<file path="config.mk">
export PLATFORM = sky130hd
export DESIGN_NAME = uart_tx_arb
export DESIGN_NICKNAME = d
export VERILOG_FILES = /design/src/rtl/uart_tx_arb.sv
export SDC_FILE = /design/constraint.sdc
export NUM_CORES = 1
export LEC_CHECK = 0
export ABC_AREA = 1
export CELL_PAD_IN_SITES_DETAIL_PLACEMENT = 0
export CELL_PAD_IN_SITES_GLOBAL_PLACEMENT = 1
export CORE_MARGIN = 2
export CORE_UTILIZATION = 30
export CTS_BUF_LIST = sky130_fd_sc_hd__clkbuf_4 sky130_fd_sc_hd__clkbuf_8
export CTS_CLUSTER_SIZE = 14
export DETAILED_ROUTE_END_ITERATION = 16
export PLACE_DENSITY = 0.66
export SLEW_MARGIN = 5
export SYNTH_ARGS = -nofsm -noshare
export SYNTH_HDL_FRONTEND = slang
export SYNTH_SLANG_ARGS = --single-unit
</file>
<file path="constraint.sdc">
create_clock -name clk -period 4.5 [get_ports clk]
set_clock_uncertainty 0.15 [all_clocks]
set_input_delay 0.675 -clock clk [delete_from_list [all_inputs] [get_ports clk]]
set_output_delay 0.675 -clock clk [all_outputs]
set_load 0.005 [all_outputs]
</file>
<file path="src/rtl/uart_tx_arb.sv">
// Round-robin arbiter feeding one UART transmitter: grant and trmt are registered one edge after req.
// Each grant holds off further grants until tx_done or a TO_CYCLES timeout (sticky err) frees the line.
module uart_tx_arb #(
   parameter int unsigned TO_CYCLES = 1_000_000
) (
   input  logic        clk,
   input  logic        rst_n,
   input  logic [3:0]  req,
   input  logic [31:0] req_data,
   output logic [3:0]  gnt,
   output logic        busy,
   output logic        err,
   input  logic        err_clr,
   output logic        trmt,
   output logic [7:0]  tx_data,
   input  logic        tx_done
);

   typedef enum logic [1:0] {
      IDLE      = 2'd0,
      LAUNCH    = 2'd1,
      WAIT_DONE = 2'd2
   } state_t;

   localparam logic [19:0] TO_LAST = 20'(TO_CYCLES - 1);

   state_t      state, state_nxt;
   logic [1:0]  last, last_nxt;
   logic [1:0]  win;
   logic        win_vld;
   logic [19:0] to_cnt, to_cnt_nxt;
   logic [3:0]  gnt_nxt;
   logic        trmt_nxt;
   logic [7:0]  tx_data_nxt;
   logic        err_nxt;

   // Walk from lowest to highest priority so the requester nearest last+1 wins.
   always_comb begin
      win     = 2'd0;
      win_vld = 1'b0;
      for (int k = 4; k >= 1; k--) begin
         if (req[last + 2'(k)]) begin
            win     = last + 2'(k);
            win_vld = 1'b1;
         end
      end
   end

   always_comb begin
      state_nxt   = state;
      last_nxt    = last;
      to_cnt_nxt  = to_cnt;
      gnt_nxt     = 4'b0000;
      trmt_nxt    = 1'b0;
      tx_data_nxt = tx_data;
      err_nxt     = err;
      if (err_clr) begin
         err_nxt = 1'b0;
      end
      case (state)
         IDLE: begin
            if (win_vld) begin
               state_nxt   = LAUNCH;
               gnt_nxt     = 4'b0001 << win;
               trmt_nxt    = 1'b1;
               tx_data_nxt = req_data[{win, 3'b000} +: 8];
               last_nxt    = win;
            end
         end
         LAUNCH: begin
            to_cnt_nxt = 20'd0;
            state_nxt  = WAIT_DONE;
         end
         WAIT_DONE: begin
            to_cnt_nxt = to_cnt + 20'd1;
            // A completion on the deadline edge still counts as success.
            if (tx_done) begin
               state_nxt = IDLE;
            end else if (to_cnt_nxt == TO_LAST) begin
               state_nxt = IDLE;
               err_nxt   = 1'b1;
            end
         end
         default: begin
            state_nxt = IDLE;
         end
      endcase
   end

   always_ff @(posedge clk or negedge rst_n) begin
      if (!rst_n) begin
         state   <= IDLE;
         last    <= 2'd3;
         to_cnt  <= 20'd0;
         gnt     <= 4'b0000;
         trmt    <= 1'b0;
         tx_data <= 8'h00;
         err     <= 1'b0;
         busy    <= 1'b0;
      end else begin
         state   <= state_nxt;
         last    <= last_nxt;
         to_cnt  <= to_cnt_nxt;
         gnt     <= gnt_nxt;
         trmt    <= trmt_nxt;
         tx_data <= tx_data_nxt;
         err     <= err_nxt;
         busy    <= (state_nxt != IDLE);
      end
   end

endmodule
</file>
==> results of run 1 <==
cells in the final DEF (no fill, tap or decap), types with 3 or more instances in the layout:
cell and count:
o22ai_1 11, or2_2 7, nor2_1 31, inv_1 48
o21ai_0 14, o211ai_1 11, ha_1 6, nor2_2 4
clkbuf_8 5, nand2_1 120, or2_0 3, clkdlybuf4s50_1 53
dfrtp_1 37, nand4_1 8, nand3_1 32, nor3_1 4
kinds of logic after synthesis:
logic type | count (synthesis)
simple gates | 215
compound gates | 46
flops | 39
xor+xnor | 4
buf+inv | 63
fa+ha+maj | 6
worst max-delay path, delay by kind of cell:
family	cells	cell delay, ps
AND/OR/NAND/NOR	4	1100
AO/OA/AOI/OAI	3	470
buffers and inverters	1	440
registers in the layout, summed over array words and instances, names as in the netlist:
name	flops
busy	1
err	1
gnt	4
last	2
state	2
to_cnt	20
trmt	1
tx_data	8
routing by layer:
layer / part of all wire [%] / global-route usage [%] / wire, um
met2: 46 / 25.0 / 3210
met4: 2.0 / 4.98 / 144
met5: 0 / 0 / 0
met1: 47 / 20.1 / 3330
met3: 4.9 / 3.83 / 345
worst paths after layout:
path                             from         end  slack, ps  cells past startpoint
setup / recovery               req[0]  tx_data[4]       1830                      8
hold / removal             tx_data[0]  tx_data[0]        340                      2
setup reg to reg              last[0]  tx_data[4]       1970                      8
hold reg to reg            tx_data[0]  tx_data[0]        340                      2
max in group asynchronous       rst_n  tx_data[0]       3240                      1
min in group asynchronous       rst_n  to_cnt[18]        370                      1
layout make-up:
| type | count | area, um^2 |
|---|---|---|
| Clock buffer | 7 | 83.8 |
| Tap cell | 105 | 131 |
| Sequential cell | 39 | 978 |
| Fill cell | 884 | 5010 |
| Inverter | 52 | 200 |
| Multi-Input combinational cell | 271 | 1350 |
| Timing Repair Buffer | 55 | 543 |
| Clock inverter | 1 | 5.00 |
power groups by stage:
stage | sequential (mW) | clock [mW] | combinational [mW]
4_1_cts | 0.510 | 0.260 | 1.11
3_5_place_dp | 0.513 | 0 | 1.11
5_1_grt | 0.521 | 0.273 | 1.24
6_report | 0.508 | 0.249 | 1.08
3_3_place_gp | 0.517 | 0 | 1.10
2_1_floorplan | 0.496 | 0 | 0.823
through the flow:
stage	power [mW]	std cells	setup slack (ps)	utilization, %	hold slack [ps]
floorplan	1.32	373	2370	-	229
global placement	1.62	522	1470	38.5	322
detailed placement	1.62	522	1480	38.5	322
CTS	1.88	530	1800	39.6	350
global route	2.04	530	1590	39.6	374
finish	1.84	530	1830	39.6	338
==> key figures, run 1 <==
Logic synthesis
  • Mux cell area share after synthesis: 0%
  • XOR/XNOR Fraction of Synth Area: 1.64%
  • Yosys cell types: 36
  • Syn Inst Count: 373
  • Post-synthesis simple-gate area fraction: 35.9%
  • Asr flop ratio synth: 100%
  • Synth top area share: 35.7%
  • Main combinational cell family by area after synthesis: simple AND/OR/NAND/NOR gates
  • Ys flop type: dfrtp_1
  • Syn nets: 419
  • Compound-Gate Fraction of Synth Area: 11.4%
  • Most common cell in the netlist: nand2_1
  • Sequential-to-total area share from yosys stat: 37.7%
  • Post-synth top area cell: dfrtp_1
  • Syn. warnings: 0
  • EDFF count, synth: 0
  • Post-synth top cells: nand2_1, inv_1, dfrtp_1
  • Mapped cell area: 2590 um^2
  • Synth area leaders: dfrtp_1, nand2_1, inv_1, nand3_1, nor2_1
  • Mean cell area of the mapped netlist: 6.95 um^2
  • Yosys reg bits: 39
  • Post-Synth Adder-Cell Area: under 10%

Die
  • Cell Rows: 33
  • Chip width: between 90 and 100 um
  • Total Die Area: 9400 um^2
  • Initial Util: a little under a third
  • Height of the die: 97.0 um
  • Core ar.: 8300 um^2
  • IO Pins: 55

Cells and area
  • Area Overhead vs Synth: 26.8%
  • Post-route cell area: 3290 um^2
  • Final #Nets: 470
  • ANT cells: 0
  • Share of post-route cells with drive strength above 1: 8.47%

STA
  • Actual slew at the worst max-slew pin: 941 ps
  • Final Cycle Share: 59.4%
  • Fmax: 374 MHz
  • Final number of setup-violating endpoints: 0
  • Fin. max-slew vios: 0
  • Max-slew headroom: 37.3%
  • Fin Setup TNS: 0 ps
  • Min cycle time layout: 2670 ps
  • Final Hold Fails: 0
  • RSZ-0062 raised after global routing: no

Placed design
  • Post-Place Cell Area: between 3000 and 4000 um^2
  • GP Congestion: 0.809
  • Hpwl dp: 5300 um
  • Port Buf Inserts: 54

Detailed routing
  • Antenna Nets Post-Route: 0
  • DRT Pass-1 Iters: 4
  • Number of vias per cell: roughly 4.7
  • DRC: 0
  • Wire per inst: 13.3 um
  • Post-Route WL: 7030 um
  • DR vias: between 2000 and 2500
  • Drt initial violations: slightly above 100

Clock network
  • Clk root buf: clkbuf_8
  • Worst skew pair latency: 290 ps
  • Num CTS Buffers: 5
  • CTS tree: done
  • Clock Sinks: 39
  • Post_cts resized: 0
  • CTS clock-pin slew for the worst setup and hold paths: 80 ps
  • Htree depth: 2
  • Postcts setup bufs: 0
  • Hold Buf Count CTS: 0
  • Deepest clock path buffer count: 2

Power and ir drop
  • Comb pwr share: 58.9%
  • Leakage: 1.44 nW
  • Internal: 0.982 mW
  • Sequential share of power: 27.6%
  • VDD IR max: ~0.22 mV
  • PwrDens: 560 nW/um^2
  • Clk network pwr share: 13.5%
  • Net Sw Power: between 0.8 and 0.9 mW
  • Sw Share: 46.7%

Job
  • Max-cap violations: 0

Critical path
  • Crit path DAT: 2700 ps
  • CP endpoint kind: flop
  • Most frequent CP cell: o211ai_1
  • CP Class: primary input to flop
  • CP max stage cell: or2_1
  • Critical Path Start Type: primary input
  • Crit path required time: 4530 ps
  • Critical Path Max Stage Delay: 530 ps
  • Crit path cell chain: clkdlybuf4s50_1 -> o21ai_0 -> o211ai_1 -> nor3_1 -> or2_1 -> nor2_1 -> o211ai_1 -> nand3_1
  • Worst-path maximum fanout: 15

GRT
  • Vias in the first global route: about 2500
  • First-pass GRT wire length: 11700 um
  • Initial antenna violation count: 0
  • Overall Global Routing Usage: 15.4%
  • Total gr overflow: 0
  • Largest net degree at the start of global routing: 40

Worst hold path
  • Hold Path Class: flop to flop

Status
  • Status: finished clean
Power figures use the tool's default switching activity.
==> run 2, diff against run 1 <==
PLACE_DENSITY = 0.69   (was 0.66)
clock period = 2.26 ns   (was 4.5 ns; I/O delays follow)
==> run 2 against run 1 <==
Worst setup slack worse by 1800 ps. Global-route usage is 0.097 points higher. Design area is 18% higher. Sequential power rose by 100%. Die area unchanged. First-iteration DRC count shrank 47%. Combinational power grew to 2.9 times the previous value. Critical path depth up 3. Clock-buffer cell count unchanged. Clock power is 97% higher. Largest power group unchanged. Highest routed layer unchanged.
==> key figures, run 2 (synthesized netlist as in run 1, its figures left out) <==
Critical path
  • CP Class: flop to flop
  • Critical Path Start Type: flop
  • CP endpoint kind: flop
  • Crit path DAT: 2270 ps (-430 ps)
  • Crit path required time: 2290 ps (-2240 ps)
  • Worst-path maximum fanout: 8 (-7)

Die
  • Height of the die: 97.0 um (unchanged)
  • Total Die Area: 9400 um^2 (unchanged)
  • Core ar.: 8300 um^2 (unchanged)
  • Cell Rows: 33 (unchanged)
  • Initial Util: 31.2% (unchanged)
  • IO Pins: 55 (unchanged)
  • Chip width: 97.0 um (unchanged)

STA
  • Fin. max-slew vios: 0 (unchanged)
  • Max-slew headroom: 66.2% (+29 points)
  • Worst hold slack: 341 ps (+2.81 ps)
  • RSZ-0062 raised after global routing: yes
  • Min cycle time layout: roughly 2200 ps
  • Fmax: approximately 450 MHz
  • Actual slew at the worst max-slew pin: 507 ps (-435 ps)
  • Final WS setup: 19.9 ps (-1810 ps)
  • Final Hold Fails: 0 (unchanged)
  • Final Cycle Share: 99.1%
  • Final number of setup-violating endpoints: 0 (unchanged)

Power and ir drop
  • VDD IR max: 0.549 mV (+160%)
  • Leakage: 1.69 nW (+17%)
  • Tot Pwr: 4.60 mW (+150%)
  • PwrDens: 1180 nW/um^2 (+110%)

Detailed routing
  • Antenna Nets Post-Route: 0 (unchanged)
  • Drt initial violations: 55 (-47%)
  • DR vias: 2700 (+8.1%)
  • Number of vias per cell: 4.72 (+0.15%)
  • Post-Route WL: 7390 um (+5.1%)
  • Wire per inst: 12.9 um (-2.7%)
  • DRT Pass-1 Iters: 4 (unchanged)
  • DRC: 0 (unchanged)

Cells and area
  • Max FFs per register: 20 (unchanged)
  • Commonest non-fill, non-tap cells in the layout: nand2_1, clkdlybuf4s50_1, inv_1, dfrtp_1, buf_4
  • Commonest non-fill, non-tap cell in the layout: nand2_1
  • Final #Nets: 512 (+8.9%)
  • Post-layout util: 46.9% (+7.3 points)
  • Non-filler cells, final: 572 (+7.9%)
  • Biggest register: to_cnt
  • Share of post-route cells with drive strength above 1: 26.1% (+18 points)
  • Area Overhead vs Synth: 50.0%
  • ANT cells: 0 (unchanged)
  • Top Registers: to_cnt: 20 flops, tx_data: 8 flops, gnt: 4 flops

GRT
  • Vias in the first global route: 2517 (+2.2%)
  • Overall Global Routing Usage: 15.5% (+0.097 points)
  • Initial antenna violation count: 0 (unchanged)
  • Total gr overflow: 0 (unchanged)
  • Largest net degree at the start of global routing: 21 (-48%)
  • First-pass GRT wire length: 12000 um (+3.4%)

Clock network
  • Worst skew pair latency: 290 ps (about the same)
  • Clk root buf: clkbuf_8
  • Num CTS Buffers: 5 (unchanged)
  • CTS clock-pin slew for the worst setup and hold paths: 70 ps (about the same)
  • Htree depth: 2 (unchanged)
  • Deepest clock path buffer count: 2 (unchanged)
  • Clock Sinks: 39 (unchanged)
  • CTS tree: done

Placed design
  • Placed Cells: 556 (+6.5%)
  • Worst slack, placed: -116 ps (-1600 ps)
  • GP Congestion: 0.837 (+3.5%)
  • Port Buf Inserts: 54 (unchanged)
  • Hpwl dp: 5530 um (+4.3%)

Status
  • Status: finished clean

Worst hold path
  • Hold Path Class: flop to flop

Job
  • Max-cap violations: 0 (unchanged)
[run 2: changes by cell type in the layout (fill, tap and decap cells not counted), sizes merged]
| cell | previous run | this run |
|---|---|---|
| dlygate4sd3 | 0 | 1 |
| buf | 2 | 42 |
| nand2 | 123 | 124 |
[run 2: worst max-delay path, cell delays in order (launching register included)]
cell      delay [ps]
dfstp_2          640
buf_12           140
xnor2_4          120
inv_2             70
nand2_2           70
nand2_2           70
a21oi_4          160
nand2b_4         200
nand2_8           90
or2_4            250
o211ai_1          80
nand3_1           90
[run 2: per-layer routing]
metal  share of wire, %  routed length (um)  track usage, %
met3                5.6                 415            4.05
met4               0.80                  59            3.25
met1                 47                3490            22.0
met2                 46                3420            23.8
met5                  0                   0               0
[run 2: path summary, 6_finish.rpt]
kind | from | to | slack, ps | cells after the start
setup / recovery | last[0] | tx_data[3] | 20 | 11
setup reg to reg | last[0] | tx_data[3] | 20 | 11
max in group asynchronous | rst_n | to_cnt[2] | 1000 | 3
min in group asynchronous | rst_n | state[0] | 390 | 2
hold / removal | tx_data[0] | tx_data[0] | 340 | 2
hold reg to reg | tx_data[0] | tx_data[0] | 340 | 2
[run 2: layout make-up]
cell class / instances / area (um^2)
Sequential cell: 39 / 981
Multi-Input combinational cell: 272 / 1600
Fill cell: 818 / 4410
Tap cell: 105 / 131
Clock inverter: 1 / 5.00
Timing Repair Buffer: 96 / 888
Clock buffer: 7 / 83.8
Inverter: 52 / 205
[run 2: repair_timing]
action | CTS | global route
gates resized for setup | 2 | 72
buffers inserted | 0 | 7
gates cloned | 0 | 1
hold endpoints to repair | 16 | 0
pin swaps | 0 | 38
hold buffers | 1 | 0
setup endpoints to repair | 2 | 15
[run 2: stage by stage]
step / area [um^2] / TNS [ps]
6_report: 3890 / 0
5_1_grt: 3890 / -1030
4_1_cts: 3560 / 0
3_5_place_dp: 3450 / -791
3_3_place_gp: 3450 / -570
2_1_floorplan: 2590 / 0
[run 2: power breakdown]
part / internal, mW / switching [mW] / leakage (nW)
Sequential: 0.886 / 0.133 / 0.511
Combinational: 1.45 / 1.64 / 1.13
Clock: 0.241 / 0.250 / 0.0491
==> run 3, diff against run 2 <==
SKIP_CTS_REPAIR_TIMING = 1   (was default)
==> run 3 against run 2 <==
First-iteration DRC count rose by 24%. Wire length fell by 2.0%. Sequential share of layout area grew 0.32 points. Sequential cell count unchanged. Power decreased by 4.5%. Utilization decreased by 0.59 points. Register-to-register slack better by 40 ps. Worst setup slack better by 40 ps. Maximum frequency is 1.8% higher. Hold slack about the same. Largest cell class unchanged. Highest routed layer unchanged.
==> key figures, run 3 (synthesized netlist as in run 1, its figures left out) <==
Critical path
  • CP endpoint kind: flop
  • Worst flop-to-flop path endpoint: tx_data[6]
  • Worst path bufs/invs: 2 (unchanged)
  • Crit path cell chain: buf_12 -> xnor2_4 -> inv_2 -> nand2_2 -> nand2_1 -> a21oi_2 -> nand2b_4 -> nand2_8 -> or2_2 -> o211ai_1 -> nand3_1
  • Critical Path Max Stage Delay: 600 ps (-40 ps)
  • CP max stage cell: dfstp_2
  • CP Class: flop to flop
  • Critical Path Start Type: flop
  • Reg2reg setup slack: 60 ps (+40 ps)
  • CP delay by family, top: simple AND/OR/NAND/NOR gates
  • Worst-path maximum fanout: 15 (+7)
  • Reg2reg path depth: 11 (unchanged)
  • Crit path required time: 2280 ps (about the same)
  • Crit path DAT: 2220 ps (-50 ps)
  • Reg-to-reg critical path startpoint: last[0]

Cells and area
  • Max FFs per register: 20 (unchanged)
  • Share of post-route cells with drive strength above 1: 25.3% (-0.86 points)
  • Commonest non-fill, non-tap cells in the layout: nand2_1, clkdlybuf4s50_1, inv_1, buf_4, dfrtp_1
  • Commonest non-fill, non-tap cell in the layout: nand2_1
  • Area Overhead vs Synth: 48.2%
  • Final #Nets: 512 (unchanged)
  • Biggest register: to_cnt
  • ANT cells: 0 (unchanged)
  • Top Registers: to_cnt: 20 flops, tx_data: 8 flops, gnt: 4 flops
  • Post-route cell area: 3840 um^2 (-1.3%)

Clock network
  • Num CTS Buffers: 5 (unchanged)
  • Clk root buf: clkbuf_8
  • Clock Sinks: 39 (unchanged)
  • CTS clock-pin slew for the worst setup and hold paths: 70 ps (about the same)
  • Deepest clock path buffer count: 2 (unchanged)
  • CTS tree: done
  • Htree depth: 2 (unchanged)
  • Worst skew pair latency: 290 ps (about the same)

Power and ir drop
  • Clk network pwr share: 11.2% (+0.5 points)
  • Sw Share: 43.3% (-0.59 points)
  • Net Sw Power: 1.90 mW (-5.8%)
  • Sequential share of power: 23.0% (+0.8 points)
  • VDD IR max: 0.559 mV (+1.9%)
  • Comb pwr share: 65.8% (-1.4 points)
  • Leakage: 1.68 nW (-0.65%)
  • PwrDens: 1140 nW/um^2 (-3.3%)
  • Internal: 2.49 mW (-3.5%)

Die
  • IO Pins: 55 (unchanged)
  • Chip width: 97.0 um (unchanged)
  • Cell Rows: 33 (unchanged)
  • Core ar.: 8300 um^2 (unchanged)
  • Height of the die: 97.0 um (unchanged)
  • Initial Util: 31.2% (unchanged)
  • Total Die Area: 9400 um^2 (unchanged)

STA
  • Final Hold Fails: 0 (unchanged)
  • Final number of setup-violating endpoints: 0 (unchanged)
  • Final Cycle Share: 97.3% (-1.8 points)
  • Min cycle time layout: 2200 ps (-40.5 ps)
  • Final WS setup: 60.4 ps (+40.5 ps)
  • Fmax: 455 MHz (+1.8%)
  • Max-slew headroom: 66.5% (+0.31 points)
  • Fin. max-slew vios: 0 (unchanged)
  • Actual slew at the worst max-slew pin: 502 ps (-4.64 ps)
  • Worst hold slack: 341 ps (-0.0300 ps)
  • RSZ-0062 raised after global routing: yes

Detailed routing
  • Wire per inst: 12.7 um (-2.0%)
  • DRT Pass-1 Iters: 4 (unchanged)
  • Drt initial violations: 68 (+24%)
  • DRC: 0 (unchanged)
  • Number of vias per cell: 4.65 (-1.6%)
  • Post-Route WL: 7240 um (-2.0%)
  • Antenna Nets Post-Route: 0 (unchanged)
  • DR vias: 2658 (-1.6%)

GRT
  • Initial antenna violation count: 0 (unchanged)
  • Largest net degree at the start of global routing: 21 (unchanged)
  • Total gr overflow: 0 (unchanged)
  • Overall Global Routing Usage: 15.5% (unchanged)
  • First-pass GRT wire length: 12000 um (-0.17%)
  • Vias in the first global route: 2506 (-0.44%)

Worst hold path
  • Worst Hold Path EP: tx_data[0]
  • Hold path startpoint: tx_data[0]
  • WHS Path Cells: 2 (unchanged)
  • Hold Path Class: flop to flop

Placed design
  • Worst slack, placed: -116 ps (unchanged)
  • Hpwl dp: 5530 um (unchanged)
  • Port Buf Inserts: 54 (unchanged)
  • Post-Place Cell Area: 3450 um^2 (unchanged)
  • GP Congestion: 0.837 (unchanged)

Job
  • Max-cap violations: 0 (unchanged)

Status
  • Status: finished clean
## run 3: cell types whose count changed in the layout (fill, tap and decap cells not counted), sizes merged
cell | previous run | this run
buf | 42 | 43
nand2 | 124 | 123
## run 3: worst max path at each step
stage / from / endpoint / cells past startpoint
2_1_floorplan: last[0] / tx_data[4] / 13
6_report: last[0] / tx_data[6] / 11
3_5_place_dp: req[3] / tx_data[6] / 12
5_1_grt: last[0] / tx_data[6] / 11
4_1_cts: to_cnt[0] / busy / 16
3_3_place_gp: req[3] / tx_data[6] / 12
## run 3: power by group through the flow
stage / sequential [mW] / clock [mW] / combinational, mW
floorplan: 0.987 / 0 / 1.64
global placement: 1.03 / 0 / 2.51
detailed placement: 1.02 / 0 / 2.54
CTS: 1.02 / 0.510 / 2.54
global route: 1.03 / 0.555 / 3.24
finish: 1.01 / 0.491 / 2.89
## run 3: worst min-delay path, stage by stage (launching register included)
cell and delay (ps):
dfrtp_1 350, nand2_1 60, nand2_1 50
## run 3: final cells by class
cell class	instances	area, um^2
fillers	803	4460
repair buffers	97	892
multi-input cells	271	1550
flip-flops and latches	39	981
inverters	52	203
clock buffers	7	83.8
clock inverters	1	5.00
well taps	105	131
## run 3: stage by stage
step / setup TNS [ps] / std cells / power [mW] / util [%]
2_1_floorplan: 0 / 373 / 2.63 / -
3_3_place_gp: -570 / 556 / 3.54 / 41.6
3_5_place_dp: -791 / 556 / 3.56 / 41.6
4_1_cts: -41.2 / 564 / 4.07 / 42.7
5_1_grt: -595 / 572 / 4.83 / 46.3
6_report: 0 / 572 / 4.39 / 46.3
## run 3: routing by layer
layer  vias up  wire, um  track usage [%]
met5         -         0                0
met4         0        59             3.25
met3         6       390             3.97
met2        71      3310             23.7
met1      1197      3480             22.1
li1       1384         -                -
